$ cat src/rtl/sd_rr_sched.sv
// Round-robin arbiter sharing one srdy/drdy consumer among several producers,
// with an optional burst lock and a registered, source-tagged output stage.
//
// state  | meaning
// IDLE   | no lock held; next transfer arbitrates round-robin from last+1
// LOCKED | grant held on port `last` until burst beats or it drops c_srdy
module sd_rr_sched #(
  parameter int inputs = 4,
  parameter int width  = 8,
  parameter int burst  = 4,
  parameter int sel_w  = 2
) (
  input  logic                    clk,
  input  logic                    reset_n,
  input  logic [inputs-1:0]       c_srdy,
  output logic [inputs-1:0]       c_drdy,
  input  logic [inputs*width-1:0] c_data,
  output logic                    p_srdy,
  input  logic                    p_drdy,
  output logic [width-1:0]        p_data,
  output logic [sel_w-1:0]        p_src
);

  localparam int cnt_w = $clog2(burst + 1);
  localparam logic [cnt_w-1:0] burst_c = cnt_w'(burst);

  typedef enum logic {IDLE, LOCKED} state_t;

  state_t             state_q, state_d;
  logic [sel_w-1:0]   last_q, last_d;
  logic [cnt_w-1:0]   beat_cnt_q, beat_cnt_d;
  logic               p_srdy_q, p_srdy_d;
  logic [width-1:0]   p_data_q, p_data_d;
  logic [sel_w-1:0]   p_src_q, p_src_d;

  logic               ld;
  logic               valid_sel;
  logic               cont;
  logic [sel_w-1:0]   sel;
  logic [sel_w-1:0]   cand;

  always_comb begin
    ld        = !p_srdy_q | p_drdy;
    sel       = '0;
    cand      = '0;
    valid_sel = 1'b0;
    cont      = 1'b0;
    if (state_q == LOCKED && c_srdy[last_q]) begin
      sel       = last_q;
      valid_sel = 1'b1;
      cont      = 1'b1;
    end else begin
      // first requester strictly after the last grant, wrapping
      for (int k = 1; k <= inputs; k++) begin
        cand = sel_w'((int'(last_q) + k) % inputs);
        if (!valid_sel && c_srdy[cand]) begin
          sel       = cand;
          valid_sel = 1'b1;
        end
      end
    end

    c_drdy = '0;
    if (ld && valid_sel) c_drdy[sel] = 1'b1;

    state_d    = state_q;
    last_d     = last_q;
    beat_cnt_d = beat_cnt_q;
    p_srdy_d   = p_srdy_q;
    p_data_d   = p_data_q;
    p_src_d    = p_src_q;

    if (ld) begin
      if (valid_sel) begin
        p_data_d   = c_data[int'(sel)*width +: width];
        p_src_d    = sel;
        p_srdy_d   = 1'b1;
        last_d     = sel;
        beat_cnt_d = cont ? beat_cnt_q + cnt_w'(1) : cnt_w'(1);
        state_d    = (beat_cnt_d < burst_c) ? LOCKED : IDLE;
      end else begin
        p_srdy_d = 1'b0;
        state_d  = IDLE;
      end
    end
  end

  always_ff @(posedge clk or negedge reset_n) begin
    if (!reset_n) begin
      state_q    <= IDLE;
      last_q     <= sel_w'(inputs - 1);
      beat_cnt_q <= '0;
      p_srdy_q   <= 1'b0;
      p_data_q   <= '0;
      p_src_q    <= '0;
    end else begin
      state_q    <= state_d;
      last_q     <= last_d;
      beat_cnt_q <= beat_cnt_d;
      p_srdy_q   <= p_srdy_d;
      p_data_q   <= p_data_d;
      p_src_q    <= p_src_d;
    end
  end

  assign p_srdy = p_srdy_q;
  assign p_data = p_data_q;
  assign p_src  = p_src_q;

endmodule

$ cat config.mk
export PLATFORM = sky130hd
export DESIGN_NAME = sd_rr_sched
export DESIGN_NICKNAME = d
export VERILOG_FILES = /design/src/rtl/sd_rr_sched.sv
export SDC_FILE = /design/constraint.sdc
export NUM_CORES = 1
export LEC_CHECK = 0
export ABC_CLOCK_PERIOD_IN_PS = 5100
export BUFFER_PORTS_ARGS = -buffer_cell sky130_fd_sc_hd__buf_2
export CORE_MARGIN = 10
export CORE_UTILIZATION = 49
export DETAILED_ROUTE_END_ITERATION = 16
export GPL_TIMING_DRIVEN = 0
export PLACE_DENSITY = 0.9
export RECOVER_POWER = 100
export SKIP_LAST_GASP = 1
export SYNTH_ARGS = -nofsm -noshare
export SYNTH_HDL_FRONTEND = slang
export SYNTH_SLANG_ARGS = --single-unit
$ cat constraint.sdc
create_clock -name clk -period 5.1 [get_ports clk]
set_input_delay 0.765 -clock clk [delete_from_list [all_inputs] [get_ports clk]]
set_output_delay 0.765 -clock clk [all_outputs]
set_load 0.005 [all_outputs]
; Yosys cells after proc, flatten, opt, wreduce, memory -nomap -nowiden
; Cells that the tools add are included.
[totals]
wordCells = 63
out_inout_bits = 15
register_bits = 17
inputBits = 39
[classes]
n_bitwise = 1
n_lt_le_gt_ge = 8
reduce_logical = 11
shift = 1
add_sub_neg = 5
n_mux = 31
[ops]
columns = op, n
row1 = 32-bit by 6-bit indexed part select with 8-bit output, 1
row2 = "2-bit by 3-bit < comparator with 1-bit output, second input constant", 6
row3 = 1-bit two-way mux, 18
row4 = 1-bit binary-select mux with 2-bit select, 5
row5 = 2-bit two-way mux, 5
row6 = 1-bit logical AND, 6
row7 = "2-bit by 1-bit adder with 2-bit output, second input constant", 2
row8 = "2-bit adder, second input constant", 2
row9 = 1-bit logical NOT, 4
row10 = 4-bit two-way mux, 1
row11 = "3-bit by 1-bit adder with 3-bit output, second input constant", 1
row12 = "3-bit < comparator, second input constant", 1
row13 = 3-bit two-way mux, 1
row14 = 1-bit demux with 2-bit select, 1
row15 = "2-bit by 1-bit greater-or-equal comparator with 1-bit output, second input constant", 1
row16 = 2-bit AND reduction, 1
row17 = 1-bit OR, 1

; Longest topological paths before layout
; Gate-level depths: netlist of run 1.
[logic_depth]
depth_word = 22
mapped_depth = 8
depth_no_buf = 6

; Least setup slack after synthesis of run 1
; Ideal clock, no wire load.
[synth_timing]
path_kind = input -> output
start = input port c_srdy[3]
end = output port c_drdy[1]
cell_stages = 8
required_ns = 4.335
path_buffers = 2
slack_ns = 2.271
t_arrival_ns = 2.064
path_cell_list = buf_6 > nor3_1 > nand3b_1 > a41oi_2 > mux2i_1 > nand2_1 > buf_6 > nor2_1
[synth_between]
elab_chain_cells = 21
elab_cells_between_ends = 37
classes_between = 2 x order compare / 26 x mux / 9 x reduce/logical
[synth_rtl]
columns = element, line_no
row1 = start: declaration, 15  ; input logic [inputs-1:0] c_srdy,
row2 = 1-bit binary-select mux with 2-bit select, 56  ; if (!valid_sel && c_srdy[cand]) begin
row3 = 1-bit two-way mux (implied by the code), 56
row4 = 1-bit two-way mux, 56
row5 = 1-bit two-way mux, 48  ; if (state_q == LOCKED && c_srdy[last_q]) begin
row6 = 1-bit logical NOT, 56
row7 = 1-bit logical AND, 56
row8 = 1-bit two-way mux, 56
row9 = 1-bit two-way mux, 48
row10 = [... 5 more ...], --
row11 = 1-bit logical AND, 56
row12 = 2-bit two-way mux, 56
row13 = 2-bit two-way mux, 48
row14 = 2-bit by 3-bit < comparator with 1-bit output (implied by the code) / 2-bit by 1-bit greater-or-equal comparator with 1-bit output (equally long branches), 64  ; if (ld && valid_sel) c_drdy[sel] = 1'b1;
row15 = 1-bit logical AND (implied by the code), 64
row16 = 1-bit two-way mux (implied by the code), 64
row17 = 1-bit demux with 2-bit select, 64
row18 = 4-bit two-way mux *, 64
row19 = end: declaration, 16  ; output logic [inputs-1:0] c_drdy,
; Every way passes the cells marked *; elsewhere a longest branch is shown, timed or not. The select of a mux whose other input is x is not followed.

; Final worst setup path of run 1
[layout_timing]
start = input port c_srdy[2]
end = output port c_drdy[2]
; Same word-level chain as after synthesis.

==> results of run 1 <==
-- how the worst max path moves through the flow --
stage                           end  slack, ns  cells past startpoint
after CTS                 c_drdy[3]       1.92                      9
after global placement    c_drdy[3]       2.01                      9
after floorplan           c_drdy[1]       2.27                      8
final                     c_drdy[2]       1.45                      9
after global routing      c_drdy[2]       1.24                      9
after detailed placement  c_drdy[3]       1.98                      9
-- through the flow --
step	setup slack [ns]	utilization	hold slack [ns]	cells
after global placement	2.012	0.6488	0.4580	194
final	1.447	0.6374	0.4833	198
after floorplan	2.271	-	0.4461	114
after global routing	1.245	0.6374	0.5216	198
after CTS	1.921	0.6608	0.3876	198
after detailed placement	1.980	0.6488	0.4716	194
-- critical path, cell delays in order --
cell and delay (ns):
clkbuf_1 0.23, mux4_2 0.32, nand2_1 0.10, and3_1 0.20
a22oi_1 0.26, clkbuf_1 0.53, nand2_1 0.20, nor2_1 0.13
clkbuf_1 0.14
-- layout by cell type (no fill, tap or decap), types with 2 or more instances in the layout --
master     n
xnor2_1    2
nand2_1   17
and3_1     2
buf_2     34
dfstp_2    2
inv_1      3
clkbuf_4   3
mux2i_1   19
o221ai_1   8
dfrtp_1   15
a21oi_1    2
nand3b_1   4
clkbuf_1  24
o21ai_0    4
o21a_1     4
nor2_1     8
nor2b_1    2
buf_6      3
-- where the power goes --
group / leakage [nW] / internal, mW / total (mW) / switching [mW]
logic: 0.462 / 0.218 / 0.459 / 0.241
registers: 0.199 / 0.200 / 0.234 / 0.0340
clock network: 0.0150 / 0.0305 / 0.0733 / 0.0429
total: 0.676 / 0.448 / 0.766 / 0.318
-- cell families (layout without fill, tap and decap cells) --
group,Yosys count,count (layout),share of synthesized area
simple gates,36,36,0.1478
compound gates,25,25,0.1756
mux,20,20,0.1889
flops,17,17,0.3800
buf+inv,13,69,0.08110
xor+xnor,2,2,0.01556
fa+ha+maj,1,1,0.01111
-- sequential cells by signal, indices dropped and copies added (netlist names) --
register,cells
p_srdy,1
state_q,1
p_src,2
beat_cnt_q,3
last_q,2
p_data,8
-- layer usage --
| metal | share of wire | vias up |
|---|---|---|
| li1 | - | 525 |
| met2 | 0.50 | 47 |
| met3 | 0.086 | 7 |
| met1 | 0.40 | 512 |
| met5 | 0 | - |
| met4 | 0.016 | 0 |
-- layout make-up --
| cell class | instances | share of cell area |
|---|---|---|
| Inverter | 4 | 0.01075 |
| Buffer | 9 | 0.04301 |
| Timing Repair Buffer | 52 | 0.1703 |
| Multi-Input combinational cell | 84 | 0.4256 |
| Sequential cell | 17 | 0.3065 |
| Clock buffer | 4 | 0.01882 |
| Tap cell | 28 | 0.02509 |
==> flow_metrics.tcl, run 1 <==
set metrics [dict create \
    p_leak_nw 0.6757 \
    grt_usage 0.1441 \
    final_area_um2 1396 \
    port_buffers 52 \
    r2r_start "last_q[0]" \
    wl_um 3207 \
    finalClockSkew_ns 0.002049 \
    filler_cell_count 190 \
    cts_buffers 3 \
    htree_levels 1 \
    post-cts-setup-buffers 0 \
    grt_use_met2 0.2360 \
    worstMarginPinSlew_ns 0.9410 \
    antenna_found_initial 0 \
    drtAntennaViolNets 0 \
    holdPathEnd "beat_cnt_q[0]" \
    cts_tree "done" \
    clockRootBuffer "clkbuf_4" \
    cts_resized 0 \
    syn_inst 114 \
    dp_hpwl_um 2606 \
    synth_edf_count 0 \
    final_nets 211 \
    gr-usage-met1 0.1675 \
    setup_viol 0 \
    grt_busiest_layer "met2" \
    grt_pass1_wl_um 5244 \
    hold_viol 0 \
    critPathCaptureType "output pin" \
    critPathLaunchType "input pin" \
    rsz0062_at_grt "no" \
    syn_nets 154 \
    rows 17 \
    synth_area_leaders "dfrtp_1, mux2i_1, o221ai_1" \
    die_w_um 67.94 \
    fmax_mhz 273.8 \
    cap_violations 0 \
    dr.pass1.iters 4 \
    die-area_um2 4616 \
    timing.setup.tns_ns 0 \
    required_ns 4.34 \
    slew_headroom 0.3727 \
    initial_core_util 0.5140 \
    worstSetupStartpoint "c_srdy[2]" \
    wl_per_cell_um 16.20 \
    outcome "completed" \
    ys_seq_elements 17 \
    multi_input_comb_area_um2 594.3 \
    dpl_cell_area_um2 1421 \
    worstSetupPathType "input pin to output pin" \
    grt-ovfl-total 0 \
    ys_warn_count 0 \
    drive_above_1_share 0.2588 \
    syn-cell-area_um2 1126 \
    grt_pass1_vias 1155 \
    seq_area_frac_synth 0.3800 \
    die_y_um 67.94 \
    antennaDiodeCount 0 \
    ys.flop_type "dfrtp_1" \
    whs_path_depth 1 \
    period_needed_ns 3.653 \
    rr_worst_depth 8 \
    arrival_ns 2.89 \
    yosysTopAreaCell "dfrtp_1" \
    min_from "beat_cnt_q[0]" \
    core_um2 2191 \
    grt_start_max_net_pins 18 \
    num_vias 1091 \
    syn2layout_area_growth_pct 24.00 \
    reg2reg_to "p_data[3]" \
    regToRegSetupSlack_ns 2.52 \
    slew_violations 0 \
    cts_hold_buf 0 \
    avgSynthCellArea_um2 9.878 \
    cp_max_fo 10 \
    drcViolationCount 0 \
    insertion_delay_ns 0.29 \
    gp_congestion 0.7217 \
    finalPower_uw 766.4 \
    drt_iter0_markers 106 \
    seqCellArea_um2 427.9 \
    synth_top_area_share 0.3333 \
    peakVddDrop_v 0.0002867 \
    async_flop_share 1.000 \
    cellPowerDensity_nw_per_um2 548.8 \
    via_per_inst 5.510 \
    clockBufferDepth 2 \
    yosys-top-cells-count "mux2i_1, nand2_1, dfrtp_1" \
    clock_sinks 17 \
    min_path_type "flop to flop" \
    synth_most_common_cell "mux2i_1" \
    clk_pin_slew_ns 0.10 \
    synth_cell_types 31 \
    grt_use_met3 0.06036 \
    ios 54 \
    fin_crit_sh 0.7162 \
]
(Power assumes the default switching activity.)
==> run 2: changes to the inputs <==
--- a/config.mk
+++ b/config.mk
@@ -5,13 +5,13 @@
 export SDC_FILE = /design/constraint.sdc
 export NUM_CORES = 1
 export LEC_CHECK = 0
-export ABC_CLOCK_PERIOD_IN_PS = 5100
+export ABC_CLOCK_PERIOD_IN_PS = 3500
 export BUFFER_PORTS_ARGS = -buffer_cell sky130_fd_sc_hd__buf_2
 export CORE_MARGIN = 10
-export CORE_UTILIZATION = 49
+export CORE_UTILIZATION = 45
 export DETAILED_ROUTE_END_ITERATION = 16
 export GPL_TIMING_DRIVEN = 0
-export PLACE_DENSITY = 0.9
+export PLACE_DENSITY = 0.84
 export RECOVER_POWER = 100
 export SKIP_LAST_GASP = 1
 export SYNTH_ARGS = -nofsm -noshare
==> constraint.sdc (replaced) <==
create_clock -name clk -period 3.5 [get_ports clk]
set_input_delay 0.525 -clock clk [delete_from_list [all_inputs] [get_ports clk]]
set_output_delay 0.525 -clock clk [all_outputs]
set_load 0.005 [all_outputs]
==> run 2 against run 1 <==
Flip-flop and latch count is the same. Non-clock buffer count unchanged. Final area is 1.3% higher. Sequential power up 45%. Largest cell class unchanged. Largest power group unchanged.
==> flow_metrics.tcl, run 2 (synthesized netlist as in run 1, its figures left out) <==
set metrics [dict create \
    grt_pass1_wl_um 5437 \
    rr_worst_depth 8 \
    filler_cell_count 224 \
    final_area_um2 1414 \
    regToRegSetupSlack_ns 1.15 \
    dpl_cell_area_um2 1424 \
    timing.setup.tns_ns 0 \
    power.internal_uw 673.4 \
    rsz0062_at_grt "no" \
    final_nets 211 \
    critPathLaunchType "flop" \
    switching_share 0.4040 \
    slew_violations 0 \
    via_per_inst 5.365 \
    antennaDiodeCount 0 \
    power_frac_seq 0.300 \
    arrival_ns 2.54 \
    drtAntennaViolNets 0 \
    drcViolationCount 0 \
    utilization 0.5813 \
    min_path_type "input pin to async pin" \
    syn2layout_area_growth_pct 25.56 \
    grt_pass1_vias 1222 \
    dp_hpwl_um 2526 \
    die-area_um2 4904 \
    cts_resized 0 \
    outcome "completed" \
    cts_buffers 3 \
    cp_max_fo 10 \
    wl_um 3123 \
    cts_tree "done" \
    dr.pass1.iters 4 \
    core_um2 2432 \
    fmax_mhz 326.4 \
    hold_viol 0 \
    period_needed_ns 3.063 \
    grt-ovfl-total 0 \
    clk_pin_slew_ns 0.10 \
    multi_input_comb_area_um2 594.3 \
    pwr-share-comb 0.610 \
    worstSetupPathType "flop to output pin" \
    critPathCaptureType "output pin" \
    finalClockSkew_ns 0.002559 \
    mostFrequentLayoutCell "buf_2" \
    clock_sinks 17 \
    cts_hold_buf 0 \
    die_y_um 70.03 \
    clockBufferDepth 2 \
    gp_congestion 0.8936 \
    insertion_delay_ns 0.28 \
    ios 54 \
    worstMarginPinSlew_ns 0.8666 \
    peakVddDrop_v 0.0004564 \
    final_cell_mix "buf_2, mux2i_1, nand2_1, clkbuf_1, dfrtp_1" \
    num_vias 1073 \
    clockRootBuffer "clkbuf_4" \
    seqCellArea_um2 427.9 \
    largest_reg_flops 8 \
    drive_above_1_share 0.3000 \
    drt_iter0_markers 32 \
    grt_start_max_net_pins 18 \
    required_ns 2.97 \
    r2r_start "last_q[0]" \
    switching_power_uw 456.5 \
    port_buffers 52 \
    antenna_found_initial 0 \
    cellPowerDensity_nw_per_um2 799.1 \
    whs_ns 0.3259 \
    rows 18 \
    slew_headroom 0.4223 \
    power_frac_clock 0.090 \
    worstSetupStartpoint "last_q[0]" \
    post-cts-setup-buffers 0 \
    reg2reg_to "p_data[6]" \
    cap_violations 0 \
    p_leak_nw 0.6982 \
    initial_core_util 0.4630 \
    fin_crit_sh 0.8753 \
    setup_viol 0 \
    grt_usage 0.1286 \
    endpoint "c_drdy[1]" \
    die_w_um 70.03 \
    htree_levels 1 \
    wl_per_cell_um 15.62 \
]
-- run 2: cell types whose count changed in the layout (fill, tap and decap cells not counted), sizes merged --
cell    previous run  this run
buf               38        44
clkbuf            27        21
-- run 2: cell type report --
| cell class | instances | share of cell area |
|---|---|---|
| well taps | 30 | 0.02655 |
| inverters | 4 | 0.01062 |
| multi-input cells | 84 | 0.4204 |
| flip-flops and latches | 17 | 0.3027 |
| repair buffers | 52 | 0.1717 |
| plain buffers | 9 | 0.04956 |
| clock buffers | 4 | 0.01858 |
-- run 2: worst min-delay path by stage --
stage | cells past startpoint | slack [ns] | endpoint
after detailed placement | 1 | 0.46 | p_data[7]
after global placement | 1 | 0.46 | beat_cnt_q[0]
after global routing | 1 | 0.39 | p_data[7]
after floorplan | 0 | 0.23 | beat_cnt_q[0]
after CTS | 1 | 0.16 | p_srdy
final | 1 | 0.33 | p_data[7]
-- run 2: power by group through the flow --
stage | Clock (mW) | Combinational, mW | Sequential (mW)
floorplan | 0 | 0.522 | 0.343
finish | 0.101 | 0.689 | 0.339
CTS | 0.103 | 0.733 | 0.338
detailed placement | 0 | 0.731 | 0.341
global route | 0.113 | 0.766 | 0.352
global placement | 0 | 0.706 | 0.336
-- run 2: critical path: stages (launching register included) --
cell and delay (ns):
dfstp_2 0.53, buf_4 0.17, mux2i_1 0.22, nand3b_1 0.13, a41oi_1 0.31, mux2i_1 0.34, nand2_1 0.11, clkbuf_2 0.21
nor2_1 0.11, buf_2 0.12
-- run 2: stage by stage --
stage	setup WS, ns	power (mW)	cells
global placement	0.8931	1.042	196
detailed placement	0.8160	1.072	196
finish	0.4365	1.130	200
global route	0.1531	1.231	200
CTS	0.5083	1.173	200
floorplan	1.151	0.8646	114
-- run 2: routing by layer --
| metal | GRT usage | wire, um | vias up |
|---|---|---|---|
| met5 | 0 | 0 | - |
| met4 | 0.05044 | 62 | 0 |
| met3 | 0.04802 | 242 | 6 |
| met2 | 0.2095 | 1505 | 41 |
| met1 | 0.1481 | 1313 | 498 |
| li1 | - | - | 528 |
==> run 3: changes to the inputs <==
--- a/config.mk
+++ b/config.mk
@@ -5,13 +5,13 @@
 export SDC_FILE = /design/constraint.sdc
 export NUM_CORES = 1
 export LEC_CHECK = 0
-export ABC_CLOCK_PERIOD_IN_PS = 3500
+export ABC_CLOCK_PERIOD_IN_PS = 4000
 export BUFFER_PORTS_ARGS = -buffer_cell sky130_fd_sc_hd__buf_2
 export CORE_MARGIN = 10
-export CORE_UTILIZATION = 45
+export CORE_UTILIZATION = 49
 export DETAILED_ROUTE_END_ITERATION = 16
 export GPL_TIMING_DRIVEN = 0
-export PLACE_DENSITY = 0.84
+export PLACE_DENSITY = 0.9
 export RECOVER_POWER = 100
 export SKIP_LAST_GASP = 1
 export SYNTH_ARGS = -nofsm -noshare
==> constraint.sdc (replaced) <==
create_clock -name clk -period 4 [get_ports clk]
set_input_delay 0.6 -clock clk [delete_from_list [all_inputs] [get_ports clk]]
set_output_delay 0.6 -clock clk [all_outputs]
set_load 0.005 [all_outputs]
==> run 3 against run 2 <==
Non-clock buffer count stayed put. Highest routed layer unchanged. Clock skew barely moved. Largest power group unchanged. Critical path depth is 1 lower. Total power is 14% lower. Critical path type unchanged. Hold slack improved by 0.091 ns. Sequential share of layout area is 0.32 points higher. Clock-buffer cell count unchanged.
==> flow_metrics.tcl, run 3 (synthesized netlist as in run 1, its figures left out) <==
set metrics [dict create \
    outcome "completed" \
    grt_start_max_net_pins 18 \
    rsz0062_at_grt "no" \
    ios 54 \
    worstSetupPathType "flop to output pin" \
    drtAntennaViolNets 0 \
    drcViolationCount 0 \
    via_per_inst 5.434 \
    drt_iter0_markers 108 \
    slew_headroom 0.3714 \
    power_frac_clock 0.096 \
    peakVddDrop_v 0.0003624 \
    finalClockSkew_ns 0.002264 \
    clock_sinks 17 \
    arrival_ns 2.78 \
    critPathLaunchType "flop" \
    p_leak_nw 0.6817 \
    drive_above_1_share 0.2647 \
    cts_buffers 3 \
    finalPower_uw 977.2 \
    wl_per_cell_um 16.23 \
    num_vias 1076 \
    grt-ovfl-total 0 \
    power.internal_uw 571.1 \
    switching_share 0.4156 \
    slew_violations 0 \
    gp_congestion 0.7217 \
    grt_busiest_layer "met2" \
    syn2layout_area_growth_pct 24.22 \
    power_frac_seq 0.303 \
    grt_pass1_wl_um 5244 \
    htree_levels 1 \
    cts_resized 0 \
    clockBufferDepth 2 \
    core_um2 2191 \
    die_w_um 67.94 \
    pwr-share-comb 0.601 \
    period_needed_ns 3.382 \
    largest_reg_flops 8 \
    worstMarginPinSlew_ns 0.9429 \
    mostFrequentLayoutCell "buf_2" \
    critPathCaptureType "output pin" \
    grt_pass1_vias 1155 \
    die_y_um 67.94 \
    setup_viol 0 \
    antennaDiodeCount 0 \
    wl_um 3213 \
    final_nets 211 \
    fin_crit_sh 0.8456 \
    grt_usage 0.1441 \
    die-area_um2 4616 \
    cap_violations 0 \
    rows 17 \
    final_cell_mix "buf_2, clkbuf_1, mux2i_1, nand2_1, dfrtp_1" \
    antenna_found_initial 0 \
    post-cts-setup-buffers 0 \
    switching_power_uw 406.2 \
    regToRegSetupSlack_ns 1.41 \
    cts_tree "done" \
    hold_viol 0 \
    fmax_mhz 295.7 \
    grt_use_met2 0.2360 \
    cp_max_fo 10 \
    clk_pin_slew_ns 0.10 \
    clockRootBuffer "clkbuf_4" \
    gr-usage-met1 0.1675 \
    dr.pass1.iters 4 \
    min_path_type "input pin to async pin" \
    timing.setup.tns_ns 0 \
    dp_hpwl_um 2606 \
    insertion_delay_ns 0.29 \
    required_ns 3.40 \
    port_buffers 52 \
    initial_core_util 0.5140 \
    cts_hold_buf 0 \
    grt_use_met3 0.06036 \
    cellPowerDensity_nw_per_um2 698.6 \
]
[run 3: critical path, cell delays in order, from the launching register on]
cell and delay [ns]:
dfstp_1 0.57, mux4_2 0.53, clkinv_1 0.06, a41oi_1 0.06, a22oi_1 0.26, clkbuf_1 0.54, nand2_1 0.19, nor2_1 0.13
clkbuf_1 0.14
[run 3: per-layer routing]
| metal | vias to the layer above | wire [um] | share of wire |
|---|---|---|---|
| met3 | 7 | 255 | 0.079 |
| met1 | 503 | 1333 | 0.41 |
| met4 | 0 | 51 | 0.016 |
| met2 | 41 | 1574 | 0.49 |
| met5 | - | 0 | 0 |
| li1 | 525 | - | - |
[run 3: power groups by stage]
| stage | combinational (mW) | clock, mW | sequential, mW |
|---|---|---|---|
| 6_report | 0.588 | 0.0934 | 0.296 |
| 3_5_place_dp | 0.643 | 0 | 0.299 |
| 4_1_cts | 0.644 | 0.0924 | 0.297 |
| 3_3_place_gp | 0.612 | 0 | 0.294 |
| 5_1_grt | 0.654 | 0.101 | 0.306 |
| 2_1_floorplan | 0.457 | 0 | 0.300 |
[run 3: final cells by class]
class,count,area (um^2)
sequential,17,427.9
buffer,9,60.06
tap,28,35.03
multi-input combinational,84,594.3
inverter,4,15.01
timing repair buffer,52,240.2
fill,188,792.0
clock buffer,4,26.28
[run 3: path summary, 6_finish.rpt]
| kind | start | end | cells after the start |
|---|---|---|---|
| setup / recovery | last_q[1] | c_drdy[2] | 8 |
| hold / removal | reset_n | p_src[1] | 1 |
| setup reg to reg | last_q[1] | p_data[3] | 7 |
| hold reg to reg | beat_cnt_q[0] | beat_cnt_q[0] | 1 |
| max in group asynchronous | reset_n | p_data[6] | 1 |
| min in group clk | beat_cnt_q[0] | beat_cnt_q[0] | 1 |
[run 3: stage by stage]
| step | cells | hold slack, ns | worst slack, ns | utilization | instance area (um^2) |
|---|---|---|---|---|---|
| final | 198 | 0.4168 | 0.6176 | 0.6385 | 1399 |
| after global routing | 198 | 0.4656 | 0.4135 | 0.6385 | 1399 |
| after CTS | 198 | 0.2226 | 0.9858 | 0.6608 | 1448 |
| after detailed placement | 194 | 0.4716 | 1.210 | 0.6488 | 1421 |
| after global placement | 194 | 0.4580 | 1.242 | 0.6488 | 1421 |
| after floorplan | 114 | 0.3044 | 1.501 | - | 1126 |
